### src/rtl/seg_scan_controller.sv
// seg_scan_controller: time-multiplexed scan of a 4-digit 7-segment display.
// Latches a 16-bit hex value, DP/enable masks and a brightness code at each
// frame start. It then scans digit1..digit4. Each digit slot is a blanking
// dead-time followed by a 16-step PWM drive window.
//
// Ports
//   clk        system clock
//   rst        asynchronous reset, active-low
//   en         1: scan runs; 0: display dark, scheduler parked at frame start
//   value      hex value, [15:12] -> digit1 ... [3:0] -> digit4
//   dp_mask    decimal point per digit, bit3 -> digit1 ... bit0 -> digit4
//   digit_en   digit visible per digit, bit3 -> digit1 ... bit0 -> digit4
//   bright     digit lit for (bright+1)/16 of its drive slot
//   seg        {a,b,c,d,e,f,g,dp} from MSB to LSB, polarity per SEG_ACT_LOW
//   digit1..4  digit selects, polarity per DIG_ACT_LOW, at most one active
//   frame_tick one-cycle pulse for the cycle in which inputs are latched
module seg_scan_controller #(
  parameter int unsigned SUB_CYCLES   = 3125,
  parameter int unsigned BLANK_CYCLES = 500,
  parameter bit          SEG_ACT_LOW  = 1'b1,
  parameter bit          DIG_ACT_LOW  = 1'b1
) (
  input  logic        clk,
  input  logic        rst,
  input  logic        en,
  input  logic [15:0] value,
  input  logic [3:0]  dp_mask,
  input  logic [3:0]  digit_en,
  input  logic [3:0]  bright,
  output logic [7:0]  seg,
  output logic        digit1,
  output logic        digit2,
  output logic        digit3,
  output logic        digit4,
  output logic        frame_tick
);

  localparam int unsigned CNT_MAX    = (SUB_CYCLES > BLANK_CYCLES) ? SUB_CYCLES : BLANK_CYCLES;
  localparam int unsigned CNT_W      = (CNT_MAX > 1) ? $clog2(CNT_MAX) : 1;
  localparam logic [CNT_W-1:0] SUB_LAST   = CNT_W'(SUB_CYCLES - 1);
  localparam logic [CNT_W-1:0] BLANK_LAST = CNT_W'(BLANK_CYCLES - 1);
  localparam logic [7:0] SEG_OFF = SEG_ACT_LOW ? 8'hFF : 8'h00;
  localparam logic       DIG_OFF = DIG_ACT_LOW ? 1'b1 : 1'b0;

  typedef enum logic {
    ST_BLANK = 1'b0,
    ST_DRIVE = 1'b1
  } state_t;

  state_t           state, state_nxt;
  logic [1:0]       idx, idx_nxt;
  logic [CNT_W-1:0] cnt, cnt_nxt;
  logic [3:0]       sub, sub_nxt;

  logic [15:0] value_l;
  logic [3:0]  dp_l, den_l, bright_l;

  logic       frame_start_c;
  logic       lit_c;
  logic [3:0] nib_c;
  logic       dp_bit_c, den_bit_c;
  logic [6:0] glyph_c;
  logic [7:0] seg_on_c, seg_nxt_c;
  logic [3:0] sel_c, dig_nxt_c;

  // State register and frame-start input latches
  always_ff @(posedge clk or negedge rst) begin
    if (!rst) begin
      state    <= ST_BLANK;
      idx      <= 2'd0;
      cnt      <= '0;
      sub      <= 4'd0;
      value_l  <= 16'd0;
      dp_l     <= 4'd0;
      den_l    <= 4'd0;
      bright_l <= 4'd0;
    end else begin
      state <= state_nxt;
      idx   <= idx_nxt;
      cnt   <= cnt_nxt;
      sub   <= sub_nxt;
      if (frame_start_c) begin
        value_l  <= value;
        dp_l     <= dp_mask;
        den_l    <= digit_en;
        bright_l <= bright;
      end
    end
  end

  // Next-state: blank dead-time, then 16 PWM sub-steps per digit slot
  always_comb begin
    state_nxt     = state;
    idx_nxt       = idx;
    cnt_nxt       = cnt;
    sub_nxt       = sub;
    frame_start_c = en && (state == ST_BLANK) && (idx == 2'd0) && (cnt == '0);
    if (!en) begin
      state_nxt = ST_BLANK;
      idx_nxt   = 2'd0;
      cnt_nxt   = '0;
      sub_nxt   = 4'd0;
    end else begin
      case (state)
        ST_BLANK: begin
          if (cnt == BLANK_LAST) begin
            state_nxt = ST_DRIVE;
            cnt_nxt   = '0;
            sub_nxt   = 4'd0;
          end else begin
            cnt_nxt = cnt + CNT_W'(1);
          end
        end
        ST_DRIVE: begin
          if (cnt == SUB_LAST) begin
            cnt_nxt = '0;
            if (sub == 4'd15) begin
              sub_nxt   = 4'd0;
              idx_nxt   = idx + 2'd1;
              state_nxt = ST_BLANK;
            end else begin
              sub_nxt = sub + 4'd1;
            end
          end else begin
            cnt_nxt = cnt + CNT_W'(1);
          end
        end
        default: state_nxt = ST_BLANK;
      endcase
    end
  end

  // Per-slot selection of nibble and mask bits (idx 0 is digit1, the MSB side)
  always_comb begin
    nib_c     = value_l[15:12];
    dp_bit_c  = dp_l[3];
    den_bit_c = den_l[3];
    case (idx)
      2'd0: begin nib_c = value_l[15:12]; dp_bit_c = dp_l[3]; den_bit_c = den_l[3]; end
      2'd1: begin nib_c = value_l[11:8];  dp_bit_c = dp_l[2]; den_bit_c = den_l[2]; end
      2'd2: begin nib_c = value_l[7:4];   dp_bit_c = dp_l[1]; den_bit_c = den_l[1]; end
      default: begin nib_c = value_l[3:0]; dp_bit_c = dp_l[0]; den_bit_c = den_l[0]; end
    endcase
  end

  // Hex glyphs, active-high, {a,b,c,d,e,f,g}
  always_comb begin
    glyph_c = 7'b0000000;
    case (nib_c)
      4'h0: glyph_c = 7'b1111110;
      4'h1: glyph_c = 7'b0110000;
      4'h2: glyph_c = 7'b1101101;
      4'h3: glyph_c = 7'b1111001;
      4'h4: glyph_c = 7'b0110011;
      4'h5: glyph_c = 7'b1011011;
      4'h6: glyph_c = 7'b1011111;
      4'h7: glyph_c = 7'b1110000;
      4'h8: glyph_c = 7'b1111111;
      4'h9: glyph_c = 7'b1111011;
      4'hA: glyph_c = 7'b1110111;
      4'hB: glyph_c = 7'b0011111;
      4'hC: glyph_c = 7'b1001110;
      4'hD: glyph_c = 7'b0111101;
      4'hE: glyph_c = 7'b1001111;
      default: glyph_c = 7'b1000111;
    endcase
  end

  // Output decode, registered below for a fixed one-cycle lag
  always_comb begin
    lit_c     = en && (state == ST_DRIVE) && den_bit_c && (sub <= bright_l);
    seg_on_c  = {glyph_c, dp_bit_c};
    seg_nxt_c = SEG_OFF;
    sel_c     = 4'b0000;
    if (lit_c) begin
      seg_nxt_c = SEG_ACT_LOW ? ~seg_on_c : seg_on_c;
      sel_c     = 4'b1000 >> idx;
    end
    dig_nxt_c = DIG_ACT_LOW ? ~sel_c : sel_c;
  end

  // Output registers
  always_ff @(posedge clk or negedge rst) begin
    if (!rst) begin
      seg        <= SEG_OFF;
      digit1     <= DIG_OFF;
      digit2     <= DIG_OFF;
      digit3     <= DIG_OFF;
      digit4     <= DIG_OFF;
      frame_tick <= 1'b0;
    end else begin
      seg        <= seg_nxt_c;
      digit1     <= dig_nxt_c[3];
      digit2     <= dig_nxt_c[2];
      digit3     <= dig_nxt_c[1];
      digit4     <= dig_nxt_c[0];
      frame_tick <= frame_start_c;
    end
  end

endmodule

### config.mk
export PLATFORM = sky130hd
export DESIGN_NAME = seg_scan_controller
export DESIGN_NICKNAME = d
export VERILOG_FILES = /design/src/rtl/seg_scan_controller.sv
export SDC_FILE = /design/constraint.sdc
export NUM_CORES = 1
export LEC_CHECK = 0
export CAP_MARGIN = 20
export CELL_PAD_IN_SITES_DETAIL_PLACEMENT = 1
export CELL_PAD_IN_SITES_GLOBAL_PLACEMENT = 1
export CORE_ASPECT_RATIO = 1.4
export CORE_UTILIZATION = 41
export DETAILED_ROUTE_END_ITERATION = 16
export PLACE_DENSITY = 0.8
export SYNTH_ARGS = -nofsm -noshare
export SYNTH_HDL_FRONTEND = slang
export SYNTH_SLANG_ARGS = --single-unit
### constraint.sdc
create_clock -name clk -period 3.9 [get_ports clk]
set_input_delay 0.78 -clock clk [delete_from_list [all_inputs] [get_ports clk]]
set_output_delay 0.78 -clock clk [all_outputs]
set_load 0.01 [all_outputs]
==> run_summary.xml, run 1 <==
<?xml version="1.0" encoding="UTF-8"?>
<metrics>
  <group name="outcome">
    <metric name="run_status" unit="">finished clean</metric>
  </group>
  <group name="timing">
    <metric name="achievable-frequency" unit="MHz">343</metric>
    <metric name="timing_hold_violations_final" unit="">0</metric>
    <metric name="worstMarginPinSlew" unit="ns">0.684</metric>
    <metric name="max-slew-margin-rel" unit="%">54.4</metric>
    <metric name="final-max-slew-violation-count" unit="">0</metric>
    <metric name="layout_min_cycle_time" unit="ns">2.92</metric>
    <metric name="grt_setup_unrepaired" unit="">no</metric>
    <metric name="worst_skew" unit="ns">0.00754</metric>
    <metric name="setup-violations-final" unit="">0</metric>
    <metric name="post-route-period-util" unit="%">74.8</metric>
    <metric name="finalSetupTns" unit="ns">0</metric>
  </group>
  <group name="power">
    <metric name="total_power" unit="mW">1.60</metric>
    <metric name="pwr_cell_area" unit="mW/mm^2">432</metric>
    <metric name="power.ir.vdd_worst" unit="uV">268</metric>
    <metric name="p_leak" unit="nW">1.60</metric>
  </group>
  <group name="critical_path">
    <metric name="end_kind" unit="">flip-flop</metric>
    <metric name="worst_r2r_dst" unit="">seg[4]$_DFF_PN1_</metric>
    <metric name="critical_path_destination" unit="">value_l[4]$_DFFE_PN0P_</metric>
    <metric name="timing.setup.critical_path_class" unit="">in -&gt; reg</metric>
    <metric name="cp-startpoint" unit="">en</metric>
    <metric name="reg_to_reg_setup_timing_slack" unit="ns">1.04</metric>
    <metric name="worstPathArrival" unit="ns">3.14</metric>
    <metric name="worst-path-max-fanout" unit="">35</metric>
    <metric name="cell_by_cell_trace_of_the_critical_path" unit="">clkdlybuf4s50_1 -&gt; inv_1 -&gt; or4b_1 -&gt; nor3_4 -&gt; buf_4 -&gt; mux2_2</metric>
    <metric name="critical-path-slowest-cell" unit="">sky130_fd_sc_hd__clkdlybuf4s50_1</metric>
    <metric name="worst_setup_path_start_kind" unit="">input port</metric>
    <metric name="crit_reg_reg_startpoint" unit="">idx[0]$_DFFE_PN0P_</metric>
    <metric name="critPathRequiredTime" unit="ns">4.13</metric>
    <metric name="critical_path.max_stage_delay" unit="ns">0.67</metric>
    <metric name="worstRegToRegCells" unit="">11</metric>
  </group>
  <group name="detailed_routing">
    <metric name="route.detailed.drc" unit="">0</metric>
    <metric name="antenna_violating_nets_post_route" unit="">0</metric>
    <metric name="number_of_detailed_route_iterations_in_the_first_pass" unit="">6</metric>
    <metric name="detail_route.wirelength" unit="mm">6.86</metric>
    <metric name="route.detailed.vias_per_inst" unit="">5.33</metric>
    <metric name="detail_route.wl_per_cell" unit="um">16.5</metric>
    <metric name="via_count" unit="">2216</metric>
    <metric name="detail_route.iter0.violations" unit="">92</metric>
  </group>
  <group name="yosys">
    <metric name="synth_warnings" unit="">0</metric>
    <metric name="synthDominantCellAreaShare" unit="%">40.5</metric>
    <metric name="synth_most_common_cell" unit="">sky130_fd_sc_hd__dfrtp_1</metric>
    <metric name="synth_area_leaders" unit="">sky130_fd_sc_hd__dfrtp_1, sky130_fd_sc_hd__dfstp_2, sky130_fd_sc_hd__ha_1, sky130_fd_sc_hd__mux2_1, sky130_fd_sc_hd__nand2_1</metric>
    <metric name="netlist.top_cell.by_area" unit="">sky130_fd_sc_hd__dfrtp_1</metric>
    <metric name="synth-seq-cells" unit="">60</metric>
    <metric name="cell_count_after_synthesis" unit="">268</metric>
    <metric name="ys_async_sr_fraction" unit="%">100</metric>
    <metric name="yosysUniqueCellTypes" unit="">37</metric>
    <metric name="synth_flop_cell" unit="">sky130_fd_sc_hd__dfrtp_1</metric>
    <metric name="synth.yosys.seq_area_share" unit="%">51.1</metric>
    <metric name="syn_avg_cell_area" unit="um^2">11.1</metric>
    <metric name="ys_top_cells_by_count" unit="">sky130_fd_sc_hd__dfrtp_1, sky130_fd_sc_hd__nand2_1, sky130_fd_sc_hd__ha_1, sky130_fd_sc_hd__inv_1, sky130_fd_sc_hd__nor2_1</metric>
    <metric name="number_of_synthesized_flops_with_an_enable_pin" unit="">0</metric>
    <metric name="mappedNetlistNets" unit="">317</metric>
    <metric name="mappedNetlistArea" unit="mm^2">0.00297</metric>
  </group>
  <group name="floorplanning">
    <metric name="design.die.area" unit="mm^2">0.00759</metric>
    <metric name="pin_count" unit="">44</metric>
    <metric name="die_h" unit="um">103</metric>
    <metric name="rows" unit="">36</metric>
    <metric name="die_width" unit="um">73.9</metric>
    <metric name="fp.coreArea" unit="mm^2">0.00698</metric>
    <metric name="floorplan.initialDensity" unit="%">42.5</metric>
  </group>
  <group name="run">
    <metric name="max-cap-violations" unit="">0</metric>
  </group>
  <group name="layout">
    <metric name="post_route_cells_drive_above_1_share" unit="%">13.1</metric>
    <metric name="synthToLayoutAreaGrowth" unit="%">24.7</metric>
    <metric name="antenna-diode-count" unit="">0</metric>
    <metric name="finalNetCount" unit="">365</metric>
    <metric name="final_design_area_no_fill" unit="mm^2">0.00370</metric>
    <metric name="layoutNonFillerInstCount" unit="">416</metric>
  </group>
  <group name="placement">
    <metric name="dp.final_hpwl" unit="mm">4.90</metric>
    <metric name="post_dp_cell_area" unit="mm^2">0.00348</metric>
    <metric name="port-buffer-count" unit="">43</metric>
    <metric name="dp_cells" unit="">399</metric>
    <metric name="place_congestion" unit="">0.828</metric>
  </group>
  <group name="global_route">
    <metric name="grt_antenna_before_repair" unit="">0</metric>
    <metric name="first_global_vias" unit="">2355</metric>
    <metric name="grt_first_pass_wirelength" unit="mm">11.3</metric>
    <metric name="grt.total_usage" unit="%">20.2</metric>
    <metric name="global_route.overflow_total" unit="">0</metric>
    <metric name="grt_start_max_net_pins" unit="">48</metric>
  </group>
  <group name="clock_network">
    <metric name="clkLatencyLatePin" unit="ns">0.34</metric>
    <metric name="clockBufferDepth" unit="">2</metric>
    <metric name="post_cts_setup_bufs" unit="">0</metric>
    <metric name="tritoncts_clock_tree" unit="">built</metric>
    <metric name="cts_resized" unit="">0</metric>
    <metric name="htreeDepth" unit="">3</metric>
    <metric name="hold_buffers" unit="">0</metric>
    <metric name="cts.clk_slew.worst_paths" unit="ns">0.07</metric>
    <metric name="cts-root-buf" unit="">sky130_fd_sc_hd__clkbuf_8</metric>
    <metric name="cts_inserted_buffers" unit="">9</metric>
    <metric name="cts_num_sinks" unit="">60</metric>
  </group>
  <group name="min_path">
    <metric name="hold_path.class" unit="">in -&gt; async</metric>
  </group>
</metrics>
## metrics by stage
| step | hold slack (ns) | setup slack (ns) | utilization [%] |
|---|---|---|---|
| detailed placement | 0.480 | 0.639 | 49.8 |
| global route | 0.298 | 0.737 | 53.0 |
| floorplan | 0.458 | 1.37 | - |
| global placement | 0.467 | 0.721 | 49.8 |
| finish | 0.300 | 0.984 | 53.0 |
| CTS | 0.494 | 0.995 | 52.7 |
## critical path, delay by kind of cell
family        cells  cell delay [ns]
buf+inv           3             1.22
simple gates      2             0.75
mux               1             0.38
## power by group
part | leakage [nW] | switching [mW] | internal, mW
registers | 0.734 | 0.0373 | 0.696
logic | 0.767 | 0.158 | 0.132
clock network | 0.102 | 0.247 | 0.328
## cell families (layout without fill, tap and decap cells)
logic type                 count (synthesis)  count (layout)  share of synthesized area [%]
AOI/OAI and AO/OA                         38              38                           8.35
buffers and inverters                     27              80                           4.05
muxes                                     31              31                           11.4
xor gates and xnor gates                  11              11                           3.25
DFF                                       60              60                           51.1
and+or+nand+nor                           83              83                           14.3
adders and majority gates                 18              18                           7.59
## flip-flops by register name, summed over array words and instances, names as in the netlist
register and count:
digit2 1, digit4 1, cnt 12, digit3 1, idx 2, sub 4, den_l 4, seg 8
dp_l 4, frame_tick 1, state 1, bright_l 4, digit1 1, value_l 16
## cell type report
| cell class | instances | area [um^2] |
|---|---|---|
| clock buffers | 12 | 155 |
| multi-input cells | 181 | 1330 |
| fillers | 756 | 3280 |
| inverters | 17 | 63.8 |
| well taps | 95 | 119 |
| repair buffers | 47 | 468 |
| flip-flops and latches | 60 | 1520 |
| clock inverters | 4 | 47.5 |
## cells in the final DEF, fill, tap and decap left out, drive strengths merged, types with 8 or more instances in the layout
| cell type | count |
|---|---|
| mux2 | 23 |
| clkdlybuf4s50 | 42 |
| clkbuf | 12 |
| a21oi | 10 |
| dfstp | 12 |
| mux2i | 8 |
| inv | 17 |
| nor2 | 17 |
| o21ai | 14 |
| dfrtp | 48 |
| ha | 18 |
| nand2 | 27 |
| nand3 | 12 |
## per-layer routing
metal / GRT usage (%) / vias up / part of all wire, %
met4: 8.88 / 0 / 2.2
met5: 0 / - / 0
met2: 34.1 / 32 / 54
met3: 4.99 / 10 / 2.5
met1: 24.1 / 1133 / 41
li1: - / 1041 / -
## how the worst min path moves through the flow
stage | end | depth (start not counted) | startpoint | slack, ns
after floorplan | den_l[2]$_DFFE_PN0P_ | 1 | den_l[2]$_DFFE_PN0P_ | 0.46
after detailed placement | value_l[11]$_DFFE_PN0P_ | 1 | value_l[11]$_DFFE_PN0P_ | 0.48
after CTS | value_l[15]$_DFFE_PN0P_ | 1 | value_l[15]$_DFFE_PN0P_ | 0.49
after global placement | dp_l[0]$_DFFE_PN0P_ | 1 | dp_l[0]$_DFFE_PN0P_ | 0.47
after global routing | bright_l[1]$_DFFE_PN0P_ | 1 | rst | 0.30
final | bright_l[1]$_DFFE_PN0P_ | 1 | rst | 0.30
No activity file was read; power rests on OpenSTA's default activity.
==> inputs of run 2 (changes only) <==
==> constraint.sdc (replaced) <==
create_clock -name clk -period 3 [get_ports clk]
set_input_delay 0.6 -clock clk [delete_from_list [all_inputs] [get_ports clk]]
set_output_delay 0.6 -clock clk [all_outputs]
set_load 0.01 [all_outputs]
==> run 2 against run 1 <==
  * Clock skew up 0.0032 ns
  * Final area up 2.8%
  * Combinational power up 34%
  * Final cell count up 0.96%
  * Power up 45%
  * Hold slack worse by 0.20 ns
  * Largest cell class unchanged
  * Largest power group is now clock
  * Register-to-register slack worse by 0.87 ns
==> run_summary.xml, run 2 (same netlist as run 1, synthesis figures left out) <==
<?xml version="1.0" encoding="UTF-8"?>
<metrics>
  <group name="floorplanning">
    <metric name="die_h" unit="um">103</metric>
    <metric name="floorplan.initialDensity" unit="%">42.5</metric>
    <metric name="rows" unit="">36</metric>
    <metric name="fp.coreArea" unit="mm^2">0.00698</metric>
    <metric name="pin_count" unit="">44</metric>
    <metric name="die_width" unit="um">73.9</metric>
    <metric name="design.die.area" unit="mm^2">0.00759</metric>
  </group>
  <group name="clock_network">
    <metric name="tritoncts_clock_tree" unit="">built</metric>
    <metric name="cts-root-buf" unit="">sky130_fd_sc_hd__clkbuf_8</metric>
    <metric name="clkLatencyLatePin" unit="ns">0.34</metric>
    <metric name="hold_buffers" unit="">0</metric>
    <metric name="htreeDepth" unit="">3</metric>
    <metric name="cts_resized" unit="">0</metric>
    <metric name="cts_num_sinks" unit="">60</metric>
    <metric name="post_cts_setup_bufs" unit="">0</metric>
    <metric name="clockBufferDepth" unit="">2</metric>
    <metric name="cts_inserted_buffers" unit="">9</metric>
    <metric name="cts.clk_slew.worst_paths" unit="ns">0.07</metric>
  </group>
  <group name="detailed_routing">
    <metric name="detail_route.iter0.violations" unit="">99</metric>
    <metric name="route.detailed.drc" unit="">0</metric>
    <metric name="detail_route.wl_per_cell" unit="um">17.1</metric>
    <metric name="antenna_violating_nets_post_route" unit="">0</metric>
    <metric name="via_count" unit="">2215</metric>
    <metric name="detail_route.wirelength" unit="mm">7.18</metric>
    <metric name="number_of_detailed_route_iterations_in_the_first_pass" unit="">4</metric>
    <metric name="route.detailed.vias_per_inst" unit="">5.27</metric>
  </group>
  <group name="critical_path">
    <metric name="end_kind" unit="">flip-flop</metric>
    <metric name="worstPathArrival" unit="ns">3.10</metric>
    <metric name="cell_by_cell_trace_of_the_critical_path" unit="">inv_1 -&gt; ha_1 -&gt; a222oi_1 -&gt; mux2i_1 -&gt; inv_1 -&gt; ha_1 -&gt; and3_1 -&gt; a31oi_1 -&gt; nand2_1 -&gt; o2bb2ai_1 -&gt; nand2_1</metric>
    <metric name="reg_to_reg_setup_timing_slack" unit="ns">0.17</metric>
    <metric name="cp-startpoint" unit="">idx[0]$_DFFE_PN0P_</metric>
    <metric name="timing.setup.critical_path_class" unit="">reg -&gt; reg</metric>
    <metric name="crit_reg_reg_startpoint" unit="">idx[0]$_DFFE_PN0P_</metric>
    <metric name="critical_path.max_stage_delay" unit="ns">0.45</metric>
    <metric name="critPathRequiredTime" unit="ns">3.27</metric>
    <metric name="worst_setup_path_start_kind" unit="">flip-flop</metric>
    <metric name="critical-path-slowest-cell" unit="">sky130_fd_sc_hd__dfrtp_1</metric>
    <metric name="worst-path-max-fanout" unit="">7</metric>
  </group>
  <group name="layout">
    <metric name="largestRegisters" unit="">value_l x16, cnt x12, seg x8</metric>
    <metric name="multi_input_comb_area" unit="mm^2">0.00133</metric>
    <metric name="post_route_cells_drive_above_1_share" unit="%">13.8</metric>
    <metric name="regMostFlops" unit="">value_l</metric>
    <metric name="most-common-layout-cells" unit="">sky130_fd_sc_hd__dfrtp_1, sky130_fd_sc_hd__clkdlybuf4s50_1, sky130_fd_sc_hd__nand2_1</metric>
    <metric name="synthToLayoutAreaGrowth" unit="%">28.2</metric>
    <metric name="fillCellCount" unit="">754</metric>
    <metric name="finalNetCount" unit="">369</metric>
    <metric name="ff_latch_area" unit="mm^2">0.00152</metric>
    <metric name="antenna-diode-count" unit="">0</metric>
    <metric name="largest_reg_flops" unit="">16</metric>
    <metric name="most_common_cell_after_layout_fill_and_taps_aside" unit="">sky130_fd_sc_hd__dfrtp_1</metric>
  </group>
  <group name="placement">
    <metric name="dp.final_hpwl" unit="mm">4.89</metric>
    <metric name="pre_cts_slack" unit="ns">0.191</metric>
    <metric name="place_congestion" unit="">0.838</metric>
    <metric name="port-buffer-count" unit="">43</metric>
  </group>
  <group name="outcome">
    <metric name="run_status" unit="">finished clean</metric>
  </group>
  <group name="global_route">
    <metric name="grt_antenna_before_repair" unit="">0</metric>
    <metric name="global_route.overflow_total" unit="">0</metric>
    <metric name="grt_first_pass_wirelength" unit="mm">11.7</metric>
    <metric name="first_global_vias" unit="">2399</metric>
    <metric name="grt_start_max_net_pins" unit="">46</metric>
    <metric name="grt.total_usage" unit="%">20.7</metric>
  </group>
  <group name="timing">
    <metric name="layout_min_cycle_time" unit="ns">2.83</metric>
    <metric name="worstMarginPinSlew" unit="ns">0.629</metric>
    <metric name="finalSetupTns" unit="ns">0</metric>
    <metric name="timing.final.ws_setup" unit="ns">0.172</metric>
    <metric name="setup-violations-final" unit="">0</metric>
    <metric name="post-route-period-util" unit="%">94.3</metric>
    <metric name="max-slew-margin-rel" unit="%">58.1</metric>
    <metric name="timing_hold_violations_final" unit="">0</metric>
    <metric name="final-max-slew-violation-count" unit="">0</metric>
    <metric name="worst_skew" unit="ns">0.0108</metric>
    <metric name="grt_setup_unrepaired" unit="">no</metric>
    <metric name="achievable-frequency" unit="MHz">354</metric>
  </group>
  <group name="power">
    <metric name="pwr_cell_area" unit="mW/mm^2">610</metric>
    <metric name="p_leak" unit="nW">1.66</metric>
    <metric name="total_power" unit="mW">2.32</metric>
    <metric name="power.ir.vdd_worst" unit="uV">393</metric>
  </group>
  <group name="min_path">
    <metric name="hold_path.class" unit="">in -&gt; async</metric>
  </group>
  <group name="run">
    <metric name="max-cap-violations" unit="">0</metric>
  </group>
</metrics>
run 2: worst max-delay path: cells and delay by family (launching register included):
kind                       cells  cell delay [ns]
adders and majority gates      2             0.73
AOI/OAI and AO/OA              3             0.48
DFF                            1             0.45
muxes                          1             0.45
and+or+nand+nor                3             0.33
buffers and inverters          2             0.32
run 2: area by class of cell:
class                      count  area share [%]
clock inverter                 4            3.16
clock buffer                  12            3.81
multi-input combinational    181            35.0
timing repair buffer          51            13.4
inverter                      17            1.68
sequential                    60            39.8
tap                           95            3.12
run 2: where the power goes:
part / switching (mW) / internal (mW)
registers: 0.0509 / 0.905
clock network: 0.317 / 0.660
logic: 0.210 / 0.179
run 2: routing by layer:
layer	global-route usage, %	share of wire, %	vias to the layer above	wire, um
met5	0	0	-	0
met4	10.1	1.7	0	123
met3	3.23	2.1	11	148
met2	36.9	56	33	3980
met1	23.9	41	1121	2920
li1	-	-	1050	-
run 2: worst paths after layout:
kind | endpoint | cells past startpoint
setup reg to reg | seg[4]$_DFF_PN1_ | 11
setup / recovery | seg[4]$_DFF_PN1_ | 11
max in group asynchronous | value_l[14]$_DFFE_PN0P_ | 3
min in group clk | value_l[12]$_DFFE_PN0P_ | 1
hold / removal | sub[0]$_DFFE_PN0P_ | 1
hold reg to reg | value_l[12]$_DFFE_PN0P_ | 1
run 2: stage by stage:
step / instance area [um^2] / cells / hold slack, ns / utilization (%)
floorplan: 2970 / 268 / 0.304 / -
global placement: 3520 / 403 / 0.467 / 50.4
detailed placement: 3520 / 403 / 0.475 / 50.4
CTS: 3790 / 419 / 0.468 / 54.2
global route: 3810 / 420 / 0.0975 / 54.5
finish: 3810 / 420 / 0.0976 / 54.5
